--- config.mk ---
export PLATFORM = sky130hd
export DESIGN_NAME = lcd_bus_arbiter
export DESIGN_NICKNAME = d
export VERILOG_FILES = /design/src/rtl/lcd_bus_arbiter.sv
export SDC_FILE = /design/constraint.sdc
export NUM_CORES = 1
export LEC_CHECK = 0
export BUFFER_PORTS_ARGS = -buffer_cell sky130_fd_sc_hd__buf_2
export CAP_MARGIN = 20
export CORE_ASPECT_RATIO = 1.75
export CORE_MARGIN = 3
export CORE_UTILIZATION = 45
export DETAILED_ROUTE_END_ITERATION = 10
export GPL_TIMING_DRIVEN = 0
export PLACE_DENSITY_LB_ADDON = 0.2
export SLEW_MARGIN = 20
export SYNTH_ARGS = -nofsm -noshare
export SYNTH_HDL_FRONTEND = slang
export SYNTH_SLANG_ARGS = --single-unit
--- constraint.sdc ---
create_clock -name clk -period 9.2 [get_ports clk]
set_input_delay 1.38 -clock clk [delete_from_list [all_inputs] [get_ports clk]]
set_output_delay 1.38 -clock clk [all_outputs]
set_load 0.05 [all_outputs]
--- src/rtl/lcd_bus_arbiter.sv ---
// Two-requester arbiter for the 8080-style LCD write bus: window setup (2A/2B/2C) then RGB565 pixel stream.
// Build macro LCD_ARB_TIMEOUT_EN adds a TIMEOUT-clock limit on pixel stalls; default build waits forever.
module lcd_bus_arbiter #(
    parameter int WR_DIV  = 20,
    parameter int TIMEOUT = 65535
) (
    input  logic        clk,
    input  logic        reset,
    input  logic        lcd_init_done,
    input  logic        req0,
    input  logic        req1,
    input  logic [9:0]  x0_0,
    input  logic [9:0]  x1_0,
    input  logic [9:0]  x0_1,
    input  logic [9:0]  x1_1,
    input  logic [8:0]  y0_0,
    input  logic [8:0]  y1_0,
    input  logic [8:0]  y0_1,
    input  logic [8:0]  y1_1,
    output logic        gnt0,
    output logic        gnt1,
    input  logic [15:0] pix0,
    input  logic [15:0] pix1,
    input  logic        pix_valid0,
    input  logic        pix_valid1,
    output logic        pix_ready0,
    output logic        pix_ready1,
    output logic        done0,
    output logic        done1,
    output logic        err0,
    output logic        err1,
    output logic        busy,
    output logic [15:0] lcd_data,
    output logic        cs,
    output logic        rs,
    output logic        wr
);
    typedef enum logic [1:0] {IDLE, SETUP, PIX, FIN} state_t;
    localparam logic [7:0] RELOAD = 8'(WR_DIV - 1);

    state_t      state;
    logic        owner, last, bad, active, hi;
    logic [7:0]  cnt;
    logic [3:0]  idx;
    logic [19:0] remaining;
    logic [9:0]  lx0, lx1;
    logic [8:0]  ly0, ly1;

    logic        take, pick1, rect_ok, bnd, own_valid;
    logic [9:0]  sx0, sx1;
    logic [8:0]  sy0, sy1;
    logic [10:0] w;
    logic [9:0]  h;
    logic [19:0] npix;
    logic [15:0] own_pix;
    logic [16:0] setup_word;

`ifdef LCD_ARB_TIMEOUT_EN
    localparam int TW = (TIMEOUT < 2) ? 1 : $clog2(TIMEOUT);
    logic [TW-1:0] tcnt;
`endif

    always_comb begin
        take      = lcd_init_done && (req0 || req1);
        // last = 1 means requester 1 was served last, so requester 0 wins a tie
        pick1     = req1 && (!req0 || !last);
        sx0       = pick1 ? x0_1 : x0_0;
        sx1       = pick1 ? x1_1 : x1_0;
        sy0       = pick1 ? y0_1 : y0_0;
        sy1       = pick1 ? y1_1 : y1_0;
        rect_ok   = (sx1 >= sx0) && (sy1 >= sy0);
        w         = {1'b0, sx1} - {1'b0, sx0} + 11'd1;
        h         = {1'b0, sy1} - {1'b0, sy0} + 10'd1;
        npix      = {9'd0, w} * {10'd0, h};
        own_valid = owner ? pix_valid1 : pix_valid0;
        own_pix   = owner ? pix1 : pix0;
        bnd       = !active || (hi && cnt == 8'd0);
    end

    // {rs, data} for each window setup word
    always_comb begin
        setup_word = {1'b1, 16'h0000};
        case (idx)
            4'd0:    setup_word = {1'b0, 16'h002A};
            4'd1:    setup_word = {1'b1, 14'd0, lx0[9:8]};
            4'd2:    setup_word = {1'b1, 8'd0, lx0[7:0]};
            4'd3:    setup_word = {1'b1, 14'd0, lx1[9:8]};
            4'd4:    setup_word = {1'b1, 8'd0, lx1[7:0]};
            4'd5:    setup_word = {1'b0, 16'h002B};
            4'd6:    setup_word = {1'b1, 15'd0, ly0[8]};
            4'd7:    setup_word = {1'b1, 8'd0, ly0[7:0]};
            4'd8:    setup_word = {1'b1, 15'd0, ly1[8]};
            4'd9:    setup_word = {1'b1, 8'd0, ly1[7:0]};
            4'd10:   setup_word = {1'b0, 16'h002C};
            default: setup_word = {1'b1, 16'h0000};
        endcase
    end

    always_ff @(posedge clk) begin
        if (state == IDLE && take) begin
            lx0 <= sx0;
            lx1 <= sx1;
            ly0 <= sy0;
            ly1 <= sy1;
        end
    end

    always_ff @(posedge clk or negedge reset) begin
        if (!reset) begin
            state      <= IDLE;
            owner      <= 1'b0;
            last       <= 1'b1;
            bad        <= 1'b0;
            active     <= 1'b0;
            hi         <= 1'b0;
            cnt        <= 8'd0;
            idx        <= 4'd0;
            remaining  <= 20'd0;
            gnt0       <= 1'b0;
            gnt1       <= 1'b0;
            pix_ready0 <= 1'b0;
            pix_ready1 <= 1'b0;
            done0      <= 1'b0;
            done1      <= 1'b0;
            err0       <= 1'b0;
            err1       <= 1'b0;
            busy       <= 1'b0;
            lcd_data   <= 16'h0000;
            cs         <= 1'b1;
            rs         <= 1'b1;
            wr         <= 1'b1;
`ifdef LCD_ARB_TIMEOUT_EN
            tcnt       <= '0;
`endif
        end else begin
            gnt0       <= 1'b0;
            gnt1       <= 1'b0;
            pix_ready0 <= 1'b0;
            pix_ready1 <= 1'b0;
            done0      <= 1'b0;
            done1      <= 1'b0;
            err0       <= 1'b0;
            err1       <= 1'b0;

            // Strobe phase sequencing inside a word; word boundaries are handled per state below
            if (active && !bnd) begin
                if (cnt != 8'd0) begin
                    cnt <= cnt - 8'd1;
                end else begin
                    wr  <= 1'b1;
                    hi  <= 1'b1;
                    cnt <= RELOAD;
                end
            end

            case (state)
                IDLE: begin
                    if (take) begin
                        owner     <= pick1;
                        gnt0      <= !pick1;
                        gnt1      <= pick1;
                        bad       <= !rect_ok;
                        remaining <= npix;
                        idx       <= 4'd0;
                        busy      <= 1'b1;
                        cs        <= !rect_ok;
                        state     <= SETUP;
`ifdef LCD_ARB_TIMEOUT_EN
                        tcnt      <= '0;
`endif
                    end
                end
                SETUP: begin
                    if (bad) begin
                        state <= FIN;
                    end else if (bnd) begin
                        {rs, lcd_data} <= setup_word;
                        wr     <= 1'b0;
                        hi     <= 1'b0;
                        active <= 1'b1;
                        cnt    <= RELOAD;
                        idx    <= idx + 4'd1;
                        if (idx == 4'd10) state <= PIX;
                    end
                end
                PIX: begin
                    if (bnd) begin
                        if (remaining == 20'd0) begin
                            active <= 1'b0;
                            state  <= FIN;
                        end else if (own_valid) begin
                            lcd_data   <= own_pix;
                            rs         <= 1'b1;
                            wr         <= 1'b0;
                            hi         <= 1'b0;
                            active     <= 1'b1;
                            cnt        <= RELOAD;
                            remaining  <= remaining - 20'd1;
                            pix_ready0 <= !owner;
                            pix_ready1 <= owner;
`ifdef LCD_ARB_TIMEOUT_EN
                            tcnt       <= '0;
`endif
                        end else begin
                            active <= 1'b0;
`ifdef LCD_ARB_TIMEOUT_EN
                            if (tcnt == TW'(TIMEOUT - 1)) begin
                                bad   <= 1'b1;
                                state <= FIN;
                            end else begin
                                tcnt <= tcnt + 1'b1;
                            end
`endif
                        end
                    end
                end
                FIN: begin
                    cs    <= 1'b1;
                    busy  <= 1'b0;
                    done0 <= !owner;
                    done1 <= owner;
                    err0  <= bad && !owner;
                    err1  <= bad && owner;
                    last  <= owner;
                    state <= IDLE;
                end
                default: state <= IDLE;
            endcase
        end
    end
endmodule
==> results.ini, run 1 <==
[run_status]
status=completed

[final_layout]
antenna_cells=0
final_common_cell=inv_1
area_growth_pct=17.3
fin_nets=1560
fin_util_pct=54.1
layout_common_cells=145 x inv_1, 143 x buf_2, 113 x nor2_1
drive_gt1_share_pct=19.5

[routing]
routedWlPerCell_um=18.2
post_drt_via_cell_ratio=5.40
dr.first_iter.drc_count=461
first_pass_iters=6
ant_nets=0
drc=0
num_vias=8446
wl_mm=28.5

[worst_setup_path]
cp_data_required_time_ns=9.47
cpPeakStageDelay_ns=0.53
cp_top_family=adder cells
crit_arrival_ns=9.10
criticalPathCategory=input pin to register
cp-end-kind=register
startpoint_type=input pin
crit_slowest_cell=fa_1
crit_top_cell=inv_1
crit_buf_inv=9
crit_fanout=10

[sta]
max_clock_freq_mhz=113
fin_worst_hold_slack_ns=0.474
max-slew-margin-rel_pct=45.7
tightest_slew_ns=0.814
min_period_over_period_pct=95.9
fin_setup_tns_ns=0
final_max_slew_viol_count=0
min_period_ns=8.82
finalSetupViolCount=0
hold_viol_final=0
skew_ns=0.00519

[yosys]
synthFlopType=dfrtp_1
ys_seq_area_share_pct=27.5
syn_inst=1102
synth_cell_types=65
async_flop_share_pct=63.8
synth_fp_nets=1399
synth_edf_count=38
netlist_area_um2=10300
avgSynthCellArea_um2=9.30
ys_ff_latch=105
yosysWarnings=0

[clocking]
clkLatencyLatePin_ns=0.36
clock_path_buffers=2
clkTransAtPathRegs_ns=0.07
hold_buffers=0
root_buffer=clkbuf_16
cts_buffers=9
clock_sinks=105
cts_tree=done
htree_levels=3

[floorplan]
core_area_um2=22300
io_pins=143
die-area_um2=24700
num_rows=72
start_util_pct=46.1
die_y_um=206
dieWidth_um=120

[grt]
grt_max_degree=45
grt_overflow=0
grt_usage_pct=23.2
antenna_found_initial=0
grt_pass1_wl_mm=44.7
grt_pass1_vias=8845

[placement]
place_congestion=0.888
dpl.hpwl_mm=23.7
portBuffers=142

[min_path]
min_path_type=register to register

[flow_run]
max_cap_viol_count=0

==> flip-flops by register name (all words and copies together), names as in the netlist, 2 cells and up <==
name       cells
lcd_data      16
idx            4
lx0           10
lx1           10
cnt            8
remaining     20
ly1            9
state          2
ly0            9
==> synth_stat cells (3+ instances only) <==
master / n / area, µm²
and3_1: 3 / 18.8
o21a_1: 4 / 30.0
o31ai_1: 11 / 82.6
or3_1: 4 / 25.0
nand2b_1: 19 / 119
nand2_1: 95 / 357
a31oi_1: 8 / 50.1
edfxtp_1: 38 / 1140
dfrtp_1: 63 / 1580
nand3_1: 12 / 60.1
nor2_1: 114 / 428
clkbuf_1: 29 / 109
nand3b_1: 5 / 37.5
a222oi_1: 8 / 80.1
fa_1: 78 / 1560
inv_1: 146 / 548
o21ai_0: 49 / 245
o21bai_1: 6 / 45.0
mux2_2: 19 / 214
o22ai_1: 8 / 50.1
and2_1: 7 / 43.8
o41ai_1: 6 / 52.6
o2111ai_1: 4 / 35.0
xor2_1: 20 / 175
o211ai_1: 4 / 30.0
nand4_1: 5 / 31.3
xnor2_1: 31 / 272
nor4_1: 5 / 31.3
a211oi_1: 5 / 37.5
or2_2: 7 / 43.8
nor3_1: 20 / 100
a22oi_1: 14 / 105
ha_1: 104 / 1300
a21oi_1: 52 / 260
a21o_1: 13 / 97.6
a221oi_1: 3 / 26.3
nor2b_1: 6 / 37.5
dfstp_2: 4 / 105
buf_1: 3 / 11.3
or4_1: 4 / 30.0
mux2i_1: 38 / 380
==> worst register-to-register path: cells and delay by family (launching register included) <==
kind / cells / cell delay [ns]
AO/OA/AOI/OAI: 11 / 1.89
XOR/XNOR: 1 / 0.17
adder cells (fa/ha/maj): 9 / 3.76
buffers and inverters: 9 / 0.82
flip-flops: 1 / 0.56
multiplexers: 2 / 0.59
AND/OR/NAND/NOR: 2 / 0.19
==> layer usage <==
layer	part of all wire, %	up-vias	GRT usage [%]
met5	0	-	0
li1	-	4076	-
met2	56	217	45.1
met4	4.3	0	11.1
met3	3.4	69	2.04
met1	37	4084	24.7
==> metrics by stage <==
step | instances | worst slack [ns] | instance area [µm²]
after floorplan | 1102 | 0.0214 | 10300
after global placement | 1540 | -1.34 | 11300
after detailed placement | 1541 | -1.38 | 11400
after CTS | 1559 | 0.0252 | 11800
after global routing | 1564 | -0.0374 | 12000
final | 1564 | 0.376 | 12000
==> what timing repair did <==
item / in CTS / in global routing
hold endpoints to repair: 0 / 0
endpoints found under the setup margin: 9 / 7
pin swaps: 6 / 7
setup buffers: 2 / 5
gates resized for setup: 29 / 30
==> area by class of cell <==
cell class,instances,area (µm²)
plain buffers,36,186
clock buffers,9,225
clock inverters,7,68.8
fillers,2104,10200
inverters,147,552
multi-input cells,814,7020
flip-flops and latches,105,2820
well taps,296,370
repair buffers,150,786
==> final timing paths <==
path / endpoint / cells after the start / slack (ns) / startpoint
setup / recovery: remaining[18] / 34 / 0.38 / req1
hold / removal: lcd_data[12] / 2 / 0.47 / lcd_data[12]
setup reg to reg: remaining[18] / 34 / 1.11 / last
hold reg to reg: lcd_data[12] / 2 / 0.47 / lcd_data[12]
max in group asynchronous: rs / 2 / 7.68 / reset
min in group asynchronous: cnt[7] / 1 / 0.92 / reset
==> cells by family (layout without fill, tap and decap cells) <==
kind of cell | after synthesis | count (layout) | share of synthesized area (%)
flip-flops | 105 | 105 | 27.5
AO/OA/AOI/OAI | 210 | 210 | 13.5
AND/OR/NAND/NOR | 313 | 313 | 13.9
buffers and inverters | 183 | 349 | 6.84
multiplexers | 58 | 58 | 5.94
adder cells (fa/ha/maj) | 182 | 182 | 27.9
XOR/XNOR | 51 | 51 | 4.36
Power of run 1 is not shown: default switching activity piles up to over one toggle a cycle in this logic, so the estimate is an artifact.
==> inputs of run 2 (changes only) <==
--- a/config.mk
+++ b/config.mk
@@ -5,12 +5,12 @@
 export SDC_FILE = /design/constraint.sdc
 export NUM_CORES = 1
 export LEC_CHECK = 0
-export BUFFER_PORTS_ARGS = -buffer_cell sky130_fd_sc_hd__buf_2
 export CAP_MARGIN = 20
 export CORE_ASPECT_RATIO = 1.75
 export CORE_MARGIN = 3
 export CORE_UTILIZATION = 45
 export DETAILED_ROUTE_END_ITERATION = 10
+export DONT_BUFFER_PORTS = 1
 export GPL_TIMING_DRIVEN = 0
 export PLACE_DENSITY_LB_ADDON = 0.2
 export SLEW_MARGIN = 20
==> run 2 against run 1 <==
  * First-iteration DRC count rose by 15%
  * Wire length down 1.3%
  * Utilization shrank 2.9 points
  * Hold slack better by 0.039 ns
  * Critical path depth decreased by 6
==> results.ini, run 2 (synthesized netlist as in run 1, its figures left out) <==
[placement]
portBuffers=0  ; was 142
pre_cts_ws_ns=-1.33  ; was -1.38 ns
place_congestion=0.871  ; was 0.888
place_area_um2=10600  ; was 11,400 µm²
dpl.hpwl_mm=23.0  ; was 23.7 mm

[grt]
use_met1_pct=25.3  ; was 24.7%
use_met3_pct=2.20  ; was 2.04%
grt_busiest_layer=met2  ; unchanged
grt_max_degree=68  ; was 45
grt_overflow=0  ; unchanged
grt_pass1_vias=8195  ; was 8,845
grt_pass1_wl_mm=43.8  ; was 44.7 mm
use_met2_pct=44.0  ; was 45.1%
grt_usage_pct=22.8  ; was 23.2%
antenna_found_initial=0  ; unchanged

[worst_setup_path]
crit_fanout=10  ; unchanged
crit_top_cell=fa_1  ; was inv_1
cp_top_family=adder cells  ; unchanged
crit_slowest_cell=fa_1  ; unchanged
cp_data_required_time_ns=9.47  ; about the same
crit_arrival_ns=9.12  ; was 9.10 ns
crit_buf_inv=6  ; was 9
criticalPathCategory=input pin to register  ; unchanged
cpPeakStageDelay_ns=0.56  ; was 0.53 ns
startpoint_type=input pin  ; unchanged
cp-end-kind=register  ; unchanged

[sta]
final_max_slew_viol_count=0  ; unchanged
skew_ns=0.00766  ; was 0.00519 ns
tightest_slew_ns=0.815  ; was 0.814 ns
hold_viol_final=0  ; unchanged
min_period_over_period_pct=96.1  ; was 95.9%
min_period_ns=8.84  ; was 8.82 ns
fin_worst_hold_slack_ns=0.513  ; was 0.474 ns
max_clock_freq_mhz=113  ; about the same
finalSetupViolCount=0  ; unchanged
max-slew-margin-rel_pct=45.6  ; was 45.7%
worst_slack_ns=0.358  ; was 0.376 ns

[floorplan]
die-area_um2=24700  ; unchanged
io_pins=143  ; unchanged
die_y_um=206  ; unchanged
start_util_pct=46.1  ; unchanged
num_rows=72  ; unchanged
core_area_um2=22300  ; unchanged
dieWidth_um=120  ; unchanged

[final_layout]
layout_common_cells=145 x inv_1, 113 x nor2_1, 103 x ha_1  ; was 145 x inv_1, 143 x buf_2, 113 x nor2_1
top_register=remaining  ; unchanged
drive_gt1_share_pct=9.81  ; was 19.5%
antenna_cells=0  ; unchanged
reg.largest.list=remaining: 20 flops, lcd_data: 16 flops  ; unchanged
fin_area_um2=11400  ; was 12,000 µm²
area_growth_pct=11.0  ; was 17.3%
fin_nets=1424  ; was 1,560
fin_util_pct=51.1  ; was 54.1%
largest_reg_flops=20  ; unchanged
final_common_cell=inv_1  ; unchanged

[clocking]
clock_path_buffers=2  ; unchanged
htree_levels=3  ; unchanged
cts_buffers=9  ; unchanged
hold_buffers=0  ; unchanged
clkLatencyLatePin_ns=0.36  ; about the same
cts_tree=done  ; unchanged
clock_sinks=105  ; unchanged
root_buffer=clkbuf_16  ; unchanged
clkTransAtPathRegs_ns=0.07  ; about the same

[routing]
dr.first_iter.drc_count=530  ; was 461
routedWlPerCell_um=19.7  ; was 18.2 µm
ant_nets=0  ; unchanged
drc=0  ; unchanged
first_pass_iters=8  ; was 6
post_drt_via_cell_ratio=5.62  ; was 5.40
num_vias=8032  ; was 8,446
wl_mm=28.1  ; was 28.5 mm

[min_path]
min_path_type=register to register  ; unchanged

[flow_run]
max_cap_viol_count=0  ; unchanged

[run_status]
status=completed  ; unchanged

## run 2: repair_timing
action                                  CTS  global route
endpoints found under the setup margin    9             7
setup buffers                             1            13
cloned                                    0             0
gates resized for setup                  28            33
pin swaps                                 1            11
## run 2: through the flow
step / TNS (ns) / cells
2_1_floorplan: 0 / 1102
3_3_place_gp: -8.62 / 1398
3_5_place_dp: -8.98 / 1398
4_1_cts: 0 / 1415
5_1_grt: -0.0230 / 1428
6_report: 0 / 1428
## run 2: area by class of cell
| cell class | instances | area, µm² |
|---|---|---|
| clock buffer | 10 | 229 |
| multi-input combinational | 814 | 7030 |
| inverter | 147 | 552 |
| tap | 296 | 370 |
| clock inverter | 6 | 75.1 |
| sequential | 105 | 2820 |
| timing repair buffer | 14 | 105 |
| buffer | 36 | 195 |
| fill | 2121 | 10900 |
## run 2: final timing paths
path	startpoint	endpoint	slack (ns)	cells after the start
setup / recovery	req1	remaining[18]	0.36	28
min in group asynchronous	reset	pix_ready1	0.71	0
max in group asynchronous	reset	rs	8.27	0
setup reg to reg	last	remaining[18]	1.01	28
hold / removal	active	cnt[0]	0.51	1
hold reg to reg	active	cnt[0]	0.51	1
## run 2: metal layers
layer	vias to the layer above	routed length (µm)
met4	0	1010
met2	222	15700
met1	3952	10500
met3	54	960
met5	-	0
li1	3804	-
Power of run 2 is left out for the same reason.
==> inputs of run 3 (changes only) <==
==> constraint.sdc (replaced) <==
create_clock -name clk -period 9.1 [get_ports clk]
set_input_delay 1.365 -clock clk [delete_from_list [all_inputs] [get_ports clk]]
set_output_delay 1.365 -clock clk [all_outputs]
set_load 0.05 [all_outputs]
==> run 3 against run 2 <==
  * Setup slack worse by 0.13 ns
  * Clock skew barely moved
  * Largest cell class unchanged
  * Via count about the same
  * Sequential share of layout area barely moved
  * Critical path depth grew 5
  * Cell count grew 0.21%
  * Non-clock buffer count grew 2
  * Die area unchanged
  * Highest routed layer unchanged
  * Clock-buffer cell count unchanged
  * Global-route usage fell by 0.12 points
  * Cell area about the same
  * Utilization barely moved
==> results.ini, run 3 (synthesized netlist as in run 1, its figures left out) <==
[worst_setup_path]
crit_fanout=6  ; was 10
cp_data_required_time_ns=9.33  ; was 9.47 ns
startpoint_type=input pin  ; unchanged
criticalPathCategory=input pin to register  ; unchanged
cpPeakStageDelay_ns=0.57  ; was 0.56 ns
cp-end-kind=register  ; unchanged
crit_slowest_cell=fa_1  ; unchanged
crit_top_cell=fa_1  ; unchanged
crit_arrival_ns=9.11  ; was 9.12 ns

[routing]
first_pass_iters=5  ; was 8
routedWlPerCell_um=19.7  ; about the same
post_drt_via_cell_ratio=5.61  ; was 5.62
dr.first_iter.drc_count=508  ; was 530
wl_mm=28.1  ; about the same
drc=0  ; unchanged
num_vias=8035  ; was 8,032
ant_nets=0  ; unchanged

[placement]
portBuffers=0  ; unchanged
pre_cts_ws_ns=-1.23  ; was -1.33 ns
dpl.hpwl_mm=23.0  ; about the same
place_area_um2=10600  ; about the same
place_congestion=0.918  ; was 0.871

[grt]
grt_pass1_wl_mm=43.2  ; was 43.8 mm
grt_pass1_vias=8236  ; was 8,195
antenna_found_initial=1  ; was 0
grt_max_degree=68  ; unchanged
grt_usage_pct=22.6  ; was 22.8%
grt_overflow=0  ; unchanged

[floorplan]
start_util_pct=46.1  ; unchanged
die_y_um=206  ; unchanged
num_rows=72  ; unchanged
dieWidth_um=120  ; unchanged
die-area_um2=24700  ; unchanged
core_area_um2=22300  ; unchanged
io_pins=143  ; unchanged

[clocking]
clock_sinks=105  ; unchanged
root_buffer=clkbuf_16  ; unchanged
clock_path_buffers=2  ; unchanged
clkTransAtPathRegs_ns=0.07  ; about the same
hold_buffers=0  ; unchanged
cts_buffers=9  ; unchanged
cts_tree=done  ; unchanged
htree_levels=3  ; unchanged
clkLatencyLatePin_ns=0.36  ; about the same

[min_path]
min_path_type=register to register  ; unchanged

[sta]
hold_viol_final=0  ; unchanged
fin_worst_hold_slack_ns=0.517  ; was 0.513 ns
skew_ns=0.00782  ; was 0.00766 ns
max_clock_freq_mhz=113
min_period_over_period_pct=97.5
min_period_ns=8.87
tightest_slew_ns=0.872  ; was 0.815 ns
worst_slack_ns=0.227  ; was 0.358 ns
final_max_slew_viol_count=0  ; unchanged
finalSetupViolCount=0  ; unchanged
fin_setup_tns_ns=0  ; unchanged
max-slew-margin-rel_pct=41.9  ; was 45.6%

[final_layout]
fin_nets=1426  ; was 1,424
top_register=remaining  ; unchanged
largest_reg_flops=20  ; unchanged
final_common_cell=inv_1  ; unchanged
area_growth_pct=11.0  ; about the same
reg.largest.list=remaining: 20 flops, lcd_data: 16 flops  ; unchanged
drive_gt1_share_pct=10.1  ; was 9.81%
fin_area_um2=11400  ; about the same
layout_common_cells=145 x inv_1, 113 x nor2_1, 101 x ha_1  ; was 145 x inv_1, 113 x nor2_1, 103 x ha_1

[flow_run]
max_cap_viol_count=0  ; unchanged

[run_status]
status=completed  ; unchanged

==> run 3: cell types whose count changed in the layout (fill, tap and decap cells not counted), sizes merged <==
cell / previous run / this run
diode: 0 / 1
clkbuf: 36 / 37
buf: 24 / 25
==> run 3: area by class of cell <==
type / count / area (µm²)
fillers: 2119 / 10900
plain buffers: 36 / 191
repair buffers: 16 / 138
clock buffers: 10 / 229
clock inverters: 6 / 66.3
multi-input cells: 814 / 7010
inverters: 147 / 552
flip-flops and latches: 105 / 2820
diodes: 1 / 2.50
well taps: 296 / 370
==> run 3: through the flow <==
step	std cells	utilization [%]
after floorplan	1102	-
after global placement	1398	47.8
after detailed placement	1398	47.8
after CTS	1416	49.8
after global routing	1430	51.1
final	1431	51.1
==> run 3: what timing repair did <==
action | 4_1_cts | 5_1_grt
pin swaps | 3 | 19
setup endpoints to repair | 9 | 6
resized for setup | 25 | 32
cloned | 0 | 1
setup buffers | 2 | 13
==> run 3: final timing paths <==
kind | startpoint | end | slack (ns) | cells after the start
setup reg to reg | last | remaining[19] | 0.87 | 33
hold reg to reg | active | cnt[0] | 0.52 | 1
min in group asynchronous | reset | hi | 0.70 | 0
setup / recovery | req1 | remaining[19] | 0.23 | 33
max in group asynchronous | reset | rs | 8.18 | 0
hold / removal | active | cnt[0] | 0.52 | 1
==> run 3: critical path, delay by kind of cell <==
family	cells	cell delay [ns]
xor+xnor	1	0.17
simple gates	4	0.61
fa+ha+maj	9	3.83
mux	1	0.38
compound gates	11	2.01
buf+inv	7	0.73
==> run 3: routing by layer <==
layer,vias to the layer above,global-route usage [%],wire [µm]
met5,-,0,0
met2,213,44.4,16000
met1,3969,24.4,10400
met3,43,2.26,875
li1,3810,-,-
met4,0,9.01,896
Power of run 3 is left out for the same reason.
